<file path="src/rtl/bus_control_sequencer_pkg.sv">
// bus_control_sequencer_pkg
//   Shared constants for the FPGAComputer bus microsequencer: bus module IDs,
//   opcode encodings, microstep (TSTATE) encodings and the microcode word
//   exchanged between the decoder and the sequencer top level.
package bus_control_sequencer_pkg;

  localparam int DATA_W  = 8;   // bus and IR width
  localparam int SEL_W   = 4;   // module select width
  localparam int NUM_MOD = 16;  // number of selectable modules
  localparam int OPC_W   = 4;   // opcode width, IR[7:4]

  // Bus module IDs; 8-15 are reserved and never driven.
  localparam logic [SEL_W-1:0] MOD_PC  = 4'd0;
  localparam logic [SEL_W-1:0] MOD_MAR = 4'd1;
  localparam logic [SEL_W-1:0] MOD_RAM = 4'd2;
  localparam logic [SEL_W-1:0] MOD_IR  = 4'd3;
  localparam logic [SEL_W-1:0] MOD_A   = 4'd4;
  localparam logic [SEL_W-1:0] MOD_B   = 4'd5;
  localparam logic [SEL_W-1:0] MOD_ALU = 4'd6;
  localparam logic [SEL_W-1:0] MOD_OUT = 4'd7;

  // Opcodes; 9-D are undefined and run as NOP.
  localparam logic [OPC_W-1:0] OP_NOP = 4'h0;
  localparam logic [OPC_W-1:0] OP_LDA = 4'h1;
  localparam logic [OPC_W-1:0] OP_ADD = 4'h2;
  localparam logic [OPC_W-1:0] OP_SUB = 4'h3;
  localparam logic [OPC_W-1:0] OP_STA = 4'h4;
  localparam logic [OPC_W-1:0] OP_LDI = 4'h5;
  localparam logic [OPC_W-1:0] OP_JMP = 4'h6;
  localparam logic [OPC_W-1:0] OP_JC  = 4'h7;
  localparam logic [OPC_W-1:0] OP_JZ  = 4'h8;
  localparam logic [OPC_W-1:0] OP_OUT = 4'hE;
  localparam logic [OPC_W-1:0] OP_HLT = 4'hF;

  // Microstep encodings, visible on TSTATE.
  typedef enum logic [2:0] {
    ST_T0   = 3'd0,
    ST_T1   = 3'd1,
    ST_T2   = 3'd2,
    ST_T3   = 3'd3,
    ST_T4   = 3'd4,
    ST_HALT = 3'd7
  } tstate_e;

  // One microstep worth of control. 'last' marks the final step of an
  // instruction; 'halt' asks for HALT instead of T0 after that step.
  typedef struct packed {
    logic               oe;
    logic [SEL_W-1:0]   src;
    logic [NUM_MOD-1:0] load;
    logic               pc_inc;
    logic               alu_sub;
    logic               flag_we;
    logic               last;
    logic               halt;
  } ucode_t;

  // One-hot WE bit for a module ID.
  function automatic logic [NUM_MOD-1:0] mod_bit(input logic [SEL_W-1:0] id);
    return {{(NUM_MOD-1){1'b0}}, 1'b1} << id;
  endfunction

endpackage

</file>
<file path="src/rtl/bus_control_sequencer_ucode_decode.sv">
// bus_ctrl_ucode_decode
//   Combinational microcode ROM: (microstep, opcode, flags) -> one control word.
//   Ports:
//     i_state  : current microstep
//     i_opcode : IR[7:4]
//     i_carry  : latched ALU carry (JC condition)
//     i_zero   : latched ALU zero  (JZ condition)
//     o_uc     : bus source/OE, per-module loads, PC_INC/ALU_SUB/FLAG_WE,
//                last-step and halt-after flags
//   No gating happens here; the top level masks strobes for reset/PRGM/EN.
module bus_ctrl_ucode_decode
  import bus_control_sequencer_pkg::*;
(
  input  tstate_e          i_state,
  input  logic [OPC_W-1:0] i_opcode,
  input  logic             i_carry,
  input  logic             i_zero,
  output ucode_t           o_uc
);

  always_comb begin
    o_uc = '0;
    case (i_state)
      ST_T0: begin
        o_uc.oe   = 1'b1;
        o_uc.src  = MOD_PC;
        o_uc.load = mod_bit(MOD_MAR);
      end
      ST_T1: begin
        o_uc.oe     = 1'b1;
        o_uc.src    = MOD_RAM;
        o_uc.load   = mod_bit(MOD_IR);
        o_uc.pc_inc = 1'b1;
      end
      ST_T2: begin
        case (i_opcode)
          OP_LDA, OP_ADD, OP_SUB, OP_STA: begin
            o_uc.oe   = 1'b1;
            o_uc.src  = MOD_IR;
            o_uc.load = mod_bit(MOD_MAR);
          end
          OP_LDI: begin
            o_uc.oe   = 1'b1;
            o_uc.src  = MOD_IR;
            o_uc.load = mod_bit(MOD_A);
            o_uc.last = 1'b1;
          end
          OP_JMP: begin
            o_uc.oe   = 1'b1;
            o_uc.src  = MOD_IR;
            o_uc.load = mod_bit(MOD_PC);
            o_uc.last = 1'b1;
          end
          // Conditional jumps always take three cycles; untaken is idle.
          OP_JC, OP_JZ: begin
            if ((i_opcode == OP_JC) ? i_carry : i_zero) begin
              o_uc.oe   = 1'b1;
              o_uc.src  = MOD_IR;
              o_uc.load = mod_bit(MOD_PC);
            end
            o_uc.last = 1'b1;
          end
          OP_OUT: begin
            o_uc.oe   = 1'b1;
            o_uc.src  = MOD_A;
            o_uc.load = mod_bit(MOD_OUT);
            o_uc.last = 1'b1;
          end
          OP_HLT: begin
            o_uc.last = 1'b1;
            o_uc.halt = 1'b1;
          end
          default: o_uc.last = 1'b1;  // NOP and undefined opcodes
        endcase
      end
      ST_T3: begin
        case (i_opcode)
          OP_LDA: begin
            o_uc.oe   = 1'b1;
            o_uc.src  = MOD_RAM;
            o_uc.load = mod_bit(MOD_A);
            o_uc.last = 1'b1;
          end
          OP_ADD, OP_SUB: begin
            o_uc.oe   = 1'b1;
            o_uc.src  = MOD_RAM;
            o_uc.load = mod_bit(MOD_B);
          end
          OP_STA: begin
            o_uc.oe   = 1'b1;
            o_uc.src  = MOD_A;
            o_uc.load = mod_bit(MOD_RAM);
            o_uc.last = 1'b1;
          end
          default: o_uc.last = 1'b1;  // unreachable; recover to T0
        endcase
      end
      ST_T4: begin
        if (i_opcode == OP_ADD || i_opcode == OP_SUB) begin
          o_uc.oe      = 1'b1;
          o_uc.src     = MOD_ALU;
          o_uc.load    = mod_bit(MOD_A);
          o_uc.flag_we = 1'b1;
          o_uc.alu_sub = (i_opcode == OP_SUB);
        end
        o_uc.last = 1'b1;
      end
      default: o_uc = '0;  // HALT: everything quiet
    endcase
  end

endmodule

</file>
<file path="src/rtl/bus_control_sequencer.sv">
// bus_control_sequencer
//   Fetch/decode/execute microsequencer for the 8-bit FPGAComputer bus.
//   Holds the microstep register and the RESET/PRGM/EN/HLT priority logic;
//   the per-step control word comes from bus_ctrl_ucode_decode.
//   Ports:
//     CLK, RESET (sync, active low), EN (run enable), HLT (halt request),
//     PRGM (programming mode), IR (instruction), CARRY/ZERO (ALU flags)
//     BUS_SRC/BUS_OE : bus source ID and its output enable
//     LOAD           : per-module WE, bit i = module ID i
//     PC_INC, ALU_SUB, FLAG_WE : auxiliary strobes
//     TSTATE (0-4, 7=HALT), HALTED, ON : sequencer status
//   Outputs are combinational from the registered microstep, IR and flags.
module bus_control_sequencer
  import bus_control_sequencer_pkg::*;
(
  input  logic               CLK,
  input  logic               RESET,
  input  logic               EN,
  input  logic               HLT,
  input  logic               PRGM,
  input  logic [DATA_W-1:0]  IR,
  input  logic               CARRY,
  input  logic               ZERO,
  output logic [SEL_W-1:0]   BUS_SRC,
  output logic               BUS_OE,
  output logic [NUM_MOD-1:0] LOAD,
  output logic               PC_INC,
  output logic               ALU_SUB,
  output logic               FLAG_WE,
  output logic [2:0]         TSTATE,
  output logic               HALTED,
  output logic               ON
);

  tstate_e r_state;
  ucode_t  w_uc;
  logic    w_run;
  logic    w_unused_operand;

  // The operand nibble goes straight to the bus through module IR.
  assign w_unused_operand = ^IR[DATA_W-OPC_W-1:0];

  bus_ctrl_ucode_decode u_decode (
    .i_state  (r_state),
    .i_opcode (IR[DATA_W-1:DATA_W-OPC_W]),
    .i_carry  (CARRY),
    .i_zero   (ZERO),
    .o_uc     (w_uc)
  );

  // Priority: RESET > PRGM > EN=0 (hold) > HALT (sticky) > normal stepping.
  // HLT is only looked at on an instruction's last step, so the in-flight
  // instruction always completes.
  always_ff @(posedge CLK) begin
    if (!RESET) begin
      r_state <= ST_T0;
    end else if (PRGM) begin
      r_state <= ST_T0;
    end else if (EN && r_state != ST_HALT) begin
      if (w_uc.last)
        r_state <= (HLT || w_uc.halt) ? ST_HALT : ST_T0;
      else
        r_state <= tstate_e'(r_state + 3'd1);
    end
  end

  assign w_run   = RESET && !PRGM && EN;

  assign BUS_OE  = w_run && w_uc.oe;
  assign BUS_SRC = BUS_OE ? w_uc.src : '0;
  assign LOAD    = w_run ? w_uc.load : '0;
  assign PC_INC  = w_run && w_uc.pc_inc;
  assign ALU_SUB = w_run && w_uc.alu_sub;
  assign FLAG_WE = w_run && w_uc.flag_we;

  assign TSTATE  = RESET ? r_state : ST_T0;
  assign HALTED  = RESET && (r_state == ST_HALT);
  assign ON      = w_run && (r_state != ST_HALT);

endmodule

</file>
<file path="config.mk">
export PLATFORM = sky130hd
export DESIGN_NAME = bus_control_sequencer
export DESIGN_NICKNAME = d
export VERILOG_FILES = /design/src/rtl/bus_control_sequencer_pkg.sv /design/src/rtl/bus_control_sequencer_ucode_decode.sv /design/src/rtl/bus_control_sequencer.sv
export SDC_FILE = /design/constraint.sdc
export NUM_CORES = 1
export LEC_CHECK = 0
export BUFFER_PORTS_ARGS = -buffer_cell sky130_fd_sc_hd__buf_2
export CORE_MARGIN = 3
export CORE_UTILIZATION = 43
export DETAILED_ROUTE_END_ITERATION = 16
export PLACE_DENSITY = 0.8
export RECOVER_POWER = 50
export SETUP_SLACK_MARGIN = 0.1
export SYNTH_ARGS = -nofsm -noshare
export SYNTH_HDL_FRONTEND = slang
export SYNTH_SLANG_ARGS = --single-unit
</file>
<file path="constraint.sdc">
create_clock -name CLK -period 2.6 [get_ports CLK]
set_clock_uncertainty 0.1 [all_clocks]
set_input_delay 0.78 -clock CLK [delete_from_list [all_inputs] [get_ports CLK]]
set_output_delay 0.78 -clock CLK [all_outputs]
set_load 0.01 [all_outputs]
</file>
; After elaboration in Yosys (flattened, before gate mapping)
; Index checks and enable logic that the tools add are counted.
[word_totals]
register_bits = 3
inputBits = 15
out_inout_bits = 29
elab_cells = 55
[classes]
add_sub_neg = 1
mux = 19
n_eq_ne = 16
bitwise = 1
reduce_logical = 17
[op_table]
columns = cell, n
row1 = $pmux W21 S5, 2
row2 = $pmux W21 S3, 1
row3 = $mux W21, 2
row4 = $eq A4 B3 Y1 const B, 4
row5 = $mux W16, 1
row6 = $eq A4 B4 Y1 const B, 3
row7 = $logic_and A1 B1 Y1, 9
row8 = $mux W3, 3
row9 = $eq A4 B2 Y1 const B, 2
row10 = $eq A3 B2 Y1 const B, 2
row11 = $eq A3 B3 Y1 const B, 2
row12 = $mux W1, 6
row13 = $reduce_or A2 Y1, 3
row14 = $eq A4 B1 Y1 const B, 1
row15 = $mux W2, 2
row16 = $mux W4, 1
row17 = $reduce_or A4 Y1, 1
row18 = $add A3 B1 Y3 const B, 1
row19 = $eq A3 B1 Y1 const B, 1
row20 = $logic_not A3 Y1, 1
row21 = $ne A3 B3 Y1 const B, 1
row22 = $pmux W1 S3, 1
row23 = $logic_or A1 B1 Y1, 2
row24 = $logic_not A1 Y1, 1
row25 = $not A1 Y1, 1

; Logic depth before layout (Yosys ltp)
; Gate-level depths: netlist of the first run.
[logic_depth]
ltp_word = 7
depth_mapped = 7
depth_no_buf = 7

; Modules after synthesis
; A second synthesis of the first run with hierarchy kept.
[hier_totals]
cells_unflattened = 116
area_unflattened_um2 = 777.0
[by_module_without_submodules]
columns = module, instances, cells_per_inst, area_each_um2, seq_area_each_um2
row1 = bus_ctrl_ucode_decode, 1, 65, 405.4, 0.0
row2 = bus_control_sequencer, 1, 51, 371.6, 60.1

; Worst setup path before layout of the first run
; OpenSTA, ideal clock, no wires.
[synth_timing]
path_type = input to output
from = in PRGM
to = out LOAD[5]
t_required_ps = 1720
slack_ps = -90
path_buffers = 0
t_arrival_ps = 1810
stages = 4
cell_sequence = nand2b_1 or2_1 o21bai_2 nor4b_2
[synth_via]
elab_chain_len = 4
[synth_lines]
columns = item, line
row1 = from (decl), bus_control_sequencer.sv:20  ; input logic PRGM,
row2 = $logic_not A1 Y1, bus_control_sequencer.sv:67  ; assign w_run = RESET && !PRGM && EN;
row3 = $logic_and A1 B1 Y1 (2 in a row), bus_control_sequencer.sv:67
row4 = $mux W16, bus_control_sequencer.sv:71  ; assign LOAD = w_run ? w_uc.load : '0;
row5 = to (decl), bus_control_sequencer.sv:26  ; output logic [NUM_MOD-1:0] LOAD,
; No other way between the ends.

; Worst setup path in the final report of the first run
[layout_timing]
from = reg r_state[1]
to = out LOAD[0]
[layout_via]
elab_chain_len = 3
elab_cells_between_ends = 7
classes_between = 4 x eq/ne / 2 x mux / 1 x reduce/logical
[layout_lines]
columns = item, line
row1 = from (decl), bus_control_sequencer.sv:35  ; tstate_e r_state;
row2 = from (signal assigned), bus_control_sequencer.sv:61  ; r_state <= (HLT || w_uc.halt) ? ST_HALT : ST_T0;
row3 = from (signal assigned), bus_control_sequencer.sv:63  ; r_state <= tstate_e'(r_state + 3'd1);
row4 = $eq A3 B3 Y1 (tied with other cells), bus_control_sequencer_ucode_decode.sv:23  ; case (i_state)
row5 = $pmux W21 S5 (*), bus_control_sequencer_ucode_decode.sv:23
row6 = $mux W16 (*), bus_control_sequencer.sv:71
; Every way passes the cells marked *; elsewhere a longest branch is shown, timed or not.

==> results.md, run 1 <==
- The run finished, with violations left.
- The checks that failed: setup timing.
- Of the cells placed in the final design, the portion with a size suffix greater than 1 is 60.49%.
- The class of the most critical setup path is flip-flop to output pin.
- The number of iterations in the first detailed-routing pass is 4.
- The instance count of the mapped netlist is between 100 and 150.
- In this run, synthesis inferred 0 flip-flops with an integrated enable.
- In the final routed layout, each cell accounts on average for 14.80 µm.
- The number of I/O port buffers is 29.
- The design draws 285.6 µW.
- The synthesis-to-layout area growth is 78.15%.
- The register with the most flip-flops is r_state.
- The cell taking the most area after synthesis is sky130_fd_sc_hd__buf_4.
- The clock-pin transition on the worst setup and hold timing paths is approximately 0.040 ns.
- The post-placement cell count is 167.
- The tool flagged a number of max-cap violations equal to 0.
- The floorplan step defined a die boundary enclosing 2267 µm².
- The overall track demand over capacity in global routing is between 20% and 30%.
- The maximum fanout along the worst path is 5.
- TritonCTS created 3 clock buffers.
- The signal on the critical path passes through ha_2, buf_4, nor3_2, nor2_4, o21bai_4, buf_4, nor3_2, buf_2.
- TritonCTS built the clock tree.
- The first-iteration detailed-routing DRC count is 15.
- The worst register-to-register path begins at r_state[1]$_SDFFE_PP0P_.
- Using the TritonRoute via totals, the vias-per-cell ratio works out to 5.382.
- Counting cells, the worst reg-to-reg path comes to 7.
- For flop-to-flop paths, the worst setup slack is about 0.7 ns.
- The class of the most critical hold timing path is flip-flop to flip-flop.
- The family of cells with the greatest summed delay on the critical path is buffers and inverters.
- The net switching fraction of the power is a little under two fifths.
- The count of pins over their slew limit is 0.
- The total number of clock tree sinks is 3.
- The maximum level of the CTS H-tree is 1.
- The worst min-delay path endpoint is r_state[0]$_SDFFE_PP0P_.
- The number of hold violations in the final report is 0.
- The worst slack at placement is -0.2494 ns.
- The share of total power dissipated in the clock network is 28.2%.
- The share of synthesized flip-flops with an asynchronous set or reset is 0%.
- Sequential cells account for between 10% and 20% of the total power.
- Summing over every cut layer, the via total after detailed routing is approximately 960.
- In the synthesized netlist the dominant register cell turns out to be sky130_fd_sc_hd__dfxtp_1.
- The number of design rule violations left after detail routing is 0.
- The initialized floorplan defines 14 standard-cell rows.
- The initial antenna violation count came to 0.
- Together, buffers and inverters on the worst path number 3.
- The sequential share of the synthesized area is 8.067%.
- Summed over all cells, the static leakage comes to 0.0006360 µW.
- Setup violations remaining at the end of the flow were counted as 11.
- The worst setup path is launched from a flip-flop.
- Routability-driven placement finished with a final weighted congestion of 0.8028.
- In the final layout, the registers with the most flip-flops are r_state: 3 flops.
- The number of antenna repair diodes is 0.
- The buffer cell driving the clock tree root is sky130_fd_sc_hd__clkbuf_4.
- In this run the biggest area consumer among cell types represents 10.08% of the synthesized area.
- Leaving out filler cells and counting taps, the final layout contains 178.
- The number of global-route vias before repair was 860.
- Data on the critical path is required at its endpoint by 1.72 ns.
- The residual antenna-violating net count after detailed routing is 0.
- The effective utilization at floorplan is 47.75%.
- Setup repair after global routing could not meet its margin everywhere.
- The minimum period implied by the final worst setup slack is 2.754 ns.
- The critical hold path startpoint is r_state[0]$_SDFFE_PP0P_.
- 44 I/O pins were placed.
- After synthesis the netlist holds a flip-flop and latch count of 3.
- The internal power of the cells is approximately 180 µW.
- The synthesized netlist contains 37 unique library cells.
- The total congestion overflow after global routing is 0.
- The reg-to-reg critical path endpoint is r_state[2]$_SDFFE_PP0P_.
- Static timing analysis puts the maximum clock frequency at 363.1 MHz.
- In this run the vertical extent of the chip is 47.61 µm.
- The worst hold path was traced through 2 stages.
- In this run the power density over the cells is 215.3 nW/µm².
- The maximum number of pins on one net before global-route repair is 13.
- The clock latency on the worst-skew pair is 0.23 ns.
- For this run, the number of Yosys warnings is 0.
- The half-perimeter wire length of the detailed placement result is 1747 µm.
- Per report_power, the combinational group accounts for approximately 53% of the total.
- The nature of the critical path endpoint is an output pin.
- The register with the most flip-flops in the layout has 3 of them.
- The maximum resistive drop on vdd is 0.2677 mV.
- The width of the die is 47.61 µm.
- By area the synthesized netlist is led by sky130_fd_sc_hd__buf_4 10%, sky130_fd_sc_hd__ha_1 10%, sky130_fd_sc_hd__dfxtp_1 8.1%, sky130_fd_sc_hd__nor3_1 6.1%, sky130_fd_sc_hd__nand2_1 6.1%.
- The worst path setup slack after routing is -0.1540 ns.
- The wire length of the first global-routing pass is 3594 µm.
- In the finished design, the share of the clock period the worst path needs comes to 105.9%.
- The critical path's slowest cell is sky130_fd_sc_hd__dfxtp_1.
- The worst endpoint data arrival time is ~1.9 ns.
- The mapped cell area is 744.5 µm².
- The mean post-synth cell area is 7.158 µm².
- The power spent charging and discharging nets is approximately 110 µW.
- The net count of the finished layout is 184.
- The maximum cell stage delay along the critical path is 0.33 ns.
- The maximum number of buffers from clock root to sink is 2.
- The routed design has between 2000 and 3000 µm of wire.
- The region available for standard cell placement spans around 1600 µm².
cell type report:
type	count	area, µm²
tap	16	20.02
timing repair buffer	58	430.4
clock buffer	4	26.28
sequential	3	62.56
multi-input combinational	93	772.0
inverter	4	15.01
fill	84	232.7
placed cells by master, fill, tap and decap left out, drive strengths merged, types with 2 or more instances in the layout:
cell	instances
o211a	2
a21oi	5
buf	56
ha	6
nand3	3
conb	10
nor3	10
clkbuf	6
nand2b	3
o211ai	3
o21bai	2
dfxtp	3
inv	4
or2	2
and2	5
nand2	12
nor2b	3
nor2	11
o21ai	3
per-stage QoR:
step / hold slack, ns / instance area, µm² / TNS (ns) / util (%)
detailed placement: 0.4592 / 1109 / -1.380 / 71.11
global route: 0.4841 / 1326 / -1.687 / 85.07
CTS: 0.4536 / 1245 / -0.6137 / 79.86
finish: 0.4505 / 1326 / -1.067 / 85.07
global placement: 0.4458 / 1109 / -1.117 / 71.11
floorplan: 0.4209 / 887.1 / 0 / -
layer usage:
layer	GRT usage (%)	share of wire [%]	routed length (µm)	vias up
met2	42.78	58	1532	26
met1	24.56	39	1021	460
li1	-	-	-	472
met3	0.7519	3.1	81	0
met4	6.452	0	0	0
met5	0	0	0	-
cells in the mapped netlist (2+ instances only):
library cell,number
sky130_fd_sc_hd__ha_1,6
sky130_fd_sc_hd__or2_1,2
sky130_fd_sc_hd__o211a_1,2
sky130_fd_sc_hd__nor3_1,9
sky130_fd_sc_hd__nor2_1,11
sky130_fd_sc_hd__o211ai_1,2
sky130_fd_sc_hd__buf_4,10
sky130_fd_sc_hd__a21oi_1,4
sky130_fd_sc_hd__o21ai_0,2
sky130_fd_sc_hd__nand3_1,3
sky130_fd_sc_hd__dfxtp_1,3
sky130_fd_sc_hd__and2_1,5
sky130_fd_sc_hd__nor2b_1,3
sky130_fd_sc_hd__buf_2,3
sky130_fd_sc_hd__nand2b_1,3
sky130_fd_sc_hd__inv_1,4
sky130_fd_sc_hd__nand2_1,12
cell families (layout without fill, tap and decap cells):
| family | after synthesis | in the layout | share of synthesized area, % |
|---|---|---|---|
| AOI/OAI and AO/OA | 22 | 23 | 27.23 |
| adders and majority gates | 6 | 6 | 10.08 |
| buffers and inverters | 18 | 66 | 15.63 |
| DFF | 3 | 3 | 8.068 |
| muxes | 1 | 1 | 1.512 |
| other | 1 | 10 | 0.5037 |
| and+or+nand+nor | 53 | 53 | 36.97 |
power by group through the flow:
stage	clock, µW	sequential [µW]	combinational [µW]
2_1_floorplan	0	51.7	89.3
3_3_place_gp	0	52.3	116
3_5_place_dp	0	52.5	120
4_1_cts	85.1	52.7	138
5_1_grt	87.8	53.3	163
6_report	80.6	53.1	152
worst max-delay path by stage:
stage / startpoint / end / cells past startpoint
2_1_floorplan: PRGM / LOAD[5] / 4
3_3_place_gp: IR[6] / BUS_SRC[1] / 7
3_5_place_dp: IR[6] / BUS_SRC[1] / 7
4_1_cts: IR[6] / BUS_OE / 7
5_1_grt: r_state[0]$_SDFFE_PP0P_ / LOAD[0] / 8
6_report: r_state[1]$_SDFFE_PP0P_ / LOAD[0] / 8
tightest hold or removal path: stages (launching register included):
cell and delay [ns]:
sky130_fd_sc_hd__dfxtp_2 0.33, sky130_fd_sc_hd__nand2_1 0.06, sky130_fd_sc_hd__o211a_1 0.12
repair_timing:
action                     in CTS  in global routing
setup endpoints to repair      13                 15
gates cloned                    1                  0
hold buffers                    0                  0
pin swaps                      10                 12
gates resized for setup        25                 15
buffers inserted                3                  4
No activity file was read; power rests on OpenSTA's default activity.
==> inputs of run 2 (changes only) <==
--- a/config.mk
+++ b/config.mk
@@ -5,13 +5,15 @@
 export SDC_FILE = /design/constraint.sdc
 export NUM_CORES = 1
 export LEC_CHECK = 0
+export ABC_AREA = 1
 export BUFFER_PORTS_ARGS = -buffer_cell sky130_fd_sc_hd__buf_2
 export CORE_MARGIN = 3
-export CORE_UTILIZATION = 43
+export CORE_UTILIZATION = 47
 export DETAILED_ROUTE_END_ITERATION = 16
-export PLACE_DENSITY = 0.8
+export PLACE_DENSITY = 0.86
 export RECOVER_POWER = 50
 export SETUP_SLACK_MARGIN = 0.1
 export SYNTH_ARGS = -nofsm -noshare
 export SYNTH_HDL_FRONTEND = slang
 export SYNTH_SLANG_ARGS = --single-unit
+export TNS_END_PERCENT = 5
==> constraint.sdc (replaced) <==
create_clock -name CLK -period 3.5 [get_ports CLK]
set_clock_uncertainty 0.1 [all_clocks]
set_input_delay 1.05 -clock CLK [delete_from_list [all_inputs] [get_ports CLK]]
set_output_delay 1.05 -clock CLK [all_outputs]
set_load 0.01 [all_outputs]
==> results.md, run 2 <==
- The cell sitting at the root of the clock tree is a sky130_fd_sc_hd__clkbuf_4.
- The leakage power summed over all cells is 0.0005494 µW.
- The number of design rule violations left after detail routing is 0.
- Of the cells placed in the final design, the portion with a size suffix greater than 1 is about a third.
- In the finished design, the share of the clock period the worst path needs comes to just over 90%.
- Entering global routing, the biggest net connects 9 pins.
- After synthesis, the cell types taking the most area are sky130_fd_sc_hd__inv_1 11%, sky130_fd_sc_hd__buf_4 9.8%, sky130_fd_sc_hd__ha_1 9.8%, sky130_fd_sc_hd__nand2_1 9.3%, sky130_fd_sc_hd__dfxtp_1 7.8%.
- The total via count in the routed design is 876.
- The number of failing setup endpoints in the final timing report is 0.
- The half-perimeter wire length of the detailed placement result is 1530 µm.
- After clock tree synthesis, the clock-pin slew on the worst setup and hold paths is roughly 0.040 ns.
- For this run, the total global-route usage over all layers was measured as 19.27%.
- The initial utilization of the core area, before any placement, comes to a little over half.
- During I/O placement, the number of pins put on the boundary was 44.
- By count the netlist is led by 22 x sky130_fd_sc_hd__inv_1, 19 x sky130_fd_sc_hd__nand2_1, 16 x sky130_fd_sc_hd__nor2_1.
- The width of the die is roughly 46 µm.
- The vias per cell is roughly 5.
- In this run, the number of DRC markers left after iteration 0 of detailed routing was 20.
- The post-placement cell count is 172.
- Along the worst path, the maximum fanout reaches 8.
- A synthesized cell averages 5.946 µm².
- The residual antenna-violating net count after detailed routing is 0.
- The final-layout fill cell count is ~150.
- Wires add up to 1849 µm.
- With fillers left out, the area of the finished cells amounts to 895.9 µm².
- The largest registers in the layout are r_state: 3 flops.
- The number of global-route vias before repair came to 747.
- TritonCTS built the clock tree.
- The total congestion overflow after global routing is 0.
- The adder and majority gate portion of the synthesized area is 9.788%.
- The most common cell after layout, fill and taps aside is sky130_fd_sc_hd__inv_1.
- The maximum number of buffers from clock root to sink is 2.
- The area growth from synthesis to layout is 16.80%.
- In the synthesized netlist, mux cells make up 0% of the area.
- The number of iterations in the first detailed-routing pass is 4.
- Buffers added to address setup during post-CTS repair amount to 0.
- The net count of the finished layout is 183.
- The family of cells with the greatest summed delay on the critical path is buffers and inverters.
- Walking the worst path, the cells encountered are clkbuf_1, inv_2, nor2_2, inv_2, nor2_4, inv_2, nor2_2, inv_2, a31oi_1, buf_2.
- The hold-fix buffer count after cts is 0.
- The final cell count without fillers is 176.
- Counting distinct cell types in the post-synthesis netlist gives 21.
- For the worst-skew pair, the clock arrives at the later sink with an insertion delay of 0.24 ns.
- Summing the areas of all compound-gate instances in the mapped netlist gives 6.688% of the synthesized area.
- In this run the power density over the cells is roughly 190 nW/µm².
- Max-cap violations in this run came to 0.
- The synthesized netlist devotes 0% of its cell area to XOR and XNOR gates.
- The mapped cell area is about 770 µm².
- The area share of the largest cell type after synthesis is 10.77%.
- The number of hold violations in the final report is 0.
- The floorplan step defined a die boundary enclosing approximately 2200 µm².
- The worst endpoint data arrival time is 2.10 ns.
- Data on the critical path is required at its endpoint by 2.35 ns.
- The area fraction in and, or, nand and nor cells after synthesis is 51.22%.
- The worst hold path belongs to the class flip-flop to flip-flop.
- After synthesis, flip-flops and latches occupy between 7 and 8% of the total area.
- The placed instances occupy a cell area of 889.6 µm².
- The count of pins over their slew limit is 0.
- The first global-routing pass estimated 2967 µm of wire.
- The nature of the critical path endpoint is an output pin.
- Setup repair after global routing left no endpoint under its margin.
- The cell taking the most area after synthesis is sky130_fd_sc_hd__inv_1.
- The initial antenna violation count is 0.
- Routability-driven placement finished with a final weighted congestion of 0.7990.
- The number of CTS-inserted buffers is 3.
- The category of the worst setup path launch point is an input pin.
- The maximum operating frequency is 307.3 MHz.
- Clock tree synthesis found a total of 3 sinks.
- The class of the most critical setup path is input pin to output pin.
- In this run the core area contains 13 standard-cell rows.
- The share of synthesized flip-flops with an asynchronous set or reset is 0%.
- The number of I/O port buffers is 29.
- The core area is roughly 1400 µm².
- The chip height is 46.40 µm.
- The maximum level of the CTS H-tree is 1.
- The critical path contains buffers and inverters numbering 6 combined.
- The cell seen most often among critical-path stages is sky130_fd_sc_hd__inv_2.
- Summed over all failing endpoints, the final setup total negative slack is 0 ns.
- The instance count of the mapped netlist is ~130.
- The number of antenna diodes in the final layout is 0.
- The worst-case IR drop observed on VDD is 0.1324 mV.
- Once layout is complete, the utilization of the core stands at 63.31%.
- The most used flip-flop cell after synthesis is sky130_fd_sc_hd__dfxtp_1.
- The mean routed wirelength per cell is 10.51 µm.
- The largest single stage delay on the critical path is 0.19 ns.
- The number of flip-flops in the largest register is 3.
- The Yosys step of the flow raised 0 warnings.
- The flow ran to the end, and the final reports show no timing, DRC or antenna violations.
- After synthesis the netlist holds a flip-flop and latch count of 3.
- Counting flops per register, the top entry is r_state.
- The critical path's slowest cell is sky130_fd_sc_hd__clkbuf_1.
- The cell with the most instances after synthesis is sky130_fd_sc_hd__inv_1.
- The library cells used most frequently in the layout, excluding fill and tap cells, are 22 x sky130_fd_sc_hd__inv_1, 21 x sky130_fd_sc_hd__buf_2, 19 x sky130_fd_sc_hd__nand2_1.
- Subtracting the final worst setup slack from the clock period gives 3.254 ns.
- The combinational family with the most area after synthesis is simple AND/OR/NAND/NOR gates.
- The synthesized design contains 0 enable-type register cells.
- The number of cells upsized or downsized after cts is 0.
## run 2: cell count changes after synthesis, moves of 6 or more
| cell | change |
|---|---|
| sky130_fd_sc_hd__nor3_1 | -7 |
| sky130_fd_sc_hd__inv_1 | +18 |
| sky130_fd_sc_hd__inv_2 | +7 |
| sky130_fd_sc_hd__nand2_1 | +7 |
| sky130_fd_sc_hd__nand3_2 | +6 |
| sky130_fd_sc_hd__nand2_2 | +7 |
## run 2: path summary, 6_finish.rpt
path         slack, ns                     from  cells past startpoint                      end
min reg2reg       0.57  r_state[1]$_SDFFE_PP0P_                      4  r_state[1]$_SDFFE_PP0P_
max               0.25                    RESET                     10                  LOAD[4]
min               0.57  r_state[1]$_SDFFE_PP0P_                      4  r_state[1]$_SDFFE_PP0P_
max reg2reg       1.87  r_state[0]$_SDFFE_PP0P_                     10  r_state[0]$_SDFFE_PP0P_
## run 2: where the power goes
part           switching (µW)  leakage [µW]  internal, µW
registers                2.08     0.0000245          35.9
clock network            20.7     0.0000150          42.9
logic                    44.2      0.000510          22.3
total                    67.0      0.000549           101
## run 2: layer usage
metal	GRT usage [%]	routed length, µm
met1	21.38	707
met2	33.24	941
met3	1.953	150
met4	14.20	49
met5	0	0
## run 2: tightest hold or removal path, delay by kind of cell (launching register included)
kind	cells	cell delay, ns
flops	1	0.33
simple gates	1	0.07
compound gates	1	0.08
buf+inv	2	0.15
## run 2: metrics by stage
stage | power, µW | hold WS (ns) | setup slack [ns]
2_1_floorplan | 93.92 | 0.4863 | 0.5744
3_3_place_gp | 102.8 | 0.5287 | 0.3128
3_5_place_dp | 105.1 | 0.5592 | 0.2721
4_1_cts | 170.9 | 0.5657 | 0.2625
5_1_grt | 181.1 | 0.5967 | 0.1384
6_report | 168.1 | 0.5721 | 0.2455
## run 2: area by class of cell
| cell class | instances | area, µm² | share of cell area (%) |
|---|---|---|---|
| multi-input cells | 96 | 546.8 | 61.03 |
| clock buffers | 4 | 26.28 | 2.933 |
| inverters | 29 | 108.9 | 12.15 |
| well taps | 15 | 18.77 | 2.095 |
| flip-flops and latches | 3 | 60.06 | 6.704 |
| repair buffers | 29 | 135.1 | 15.08 |
## run 2: logic make-up after synthesis
family	after synthesis
other	1
flip-flops	3
adder cells (fa/ha/maj)	6
AO/OA/AOI/OAI	8
buffers and inverters	39
AND/OR/NAND/NOR	72
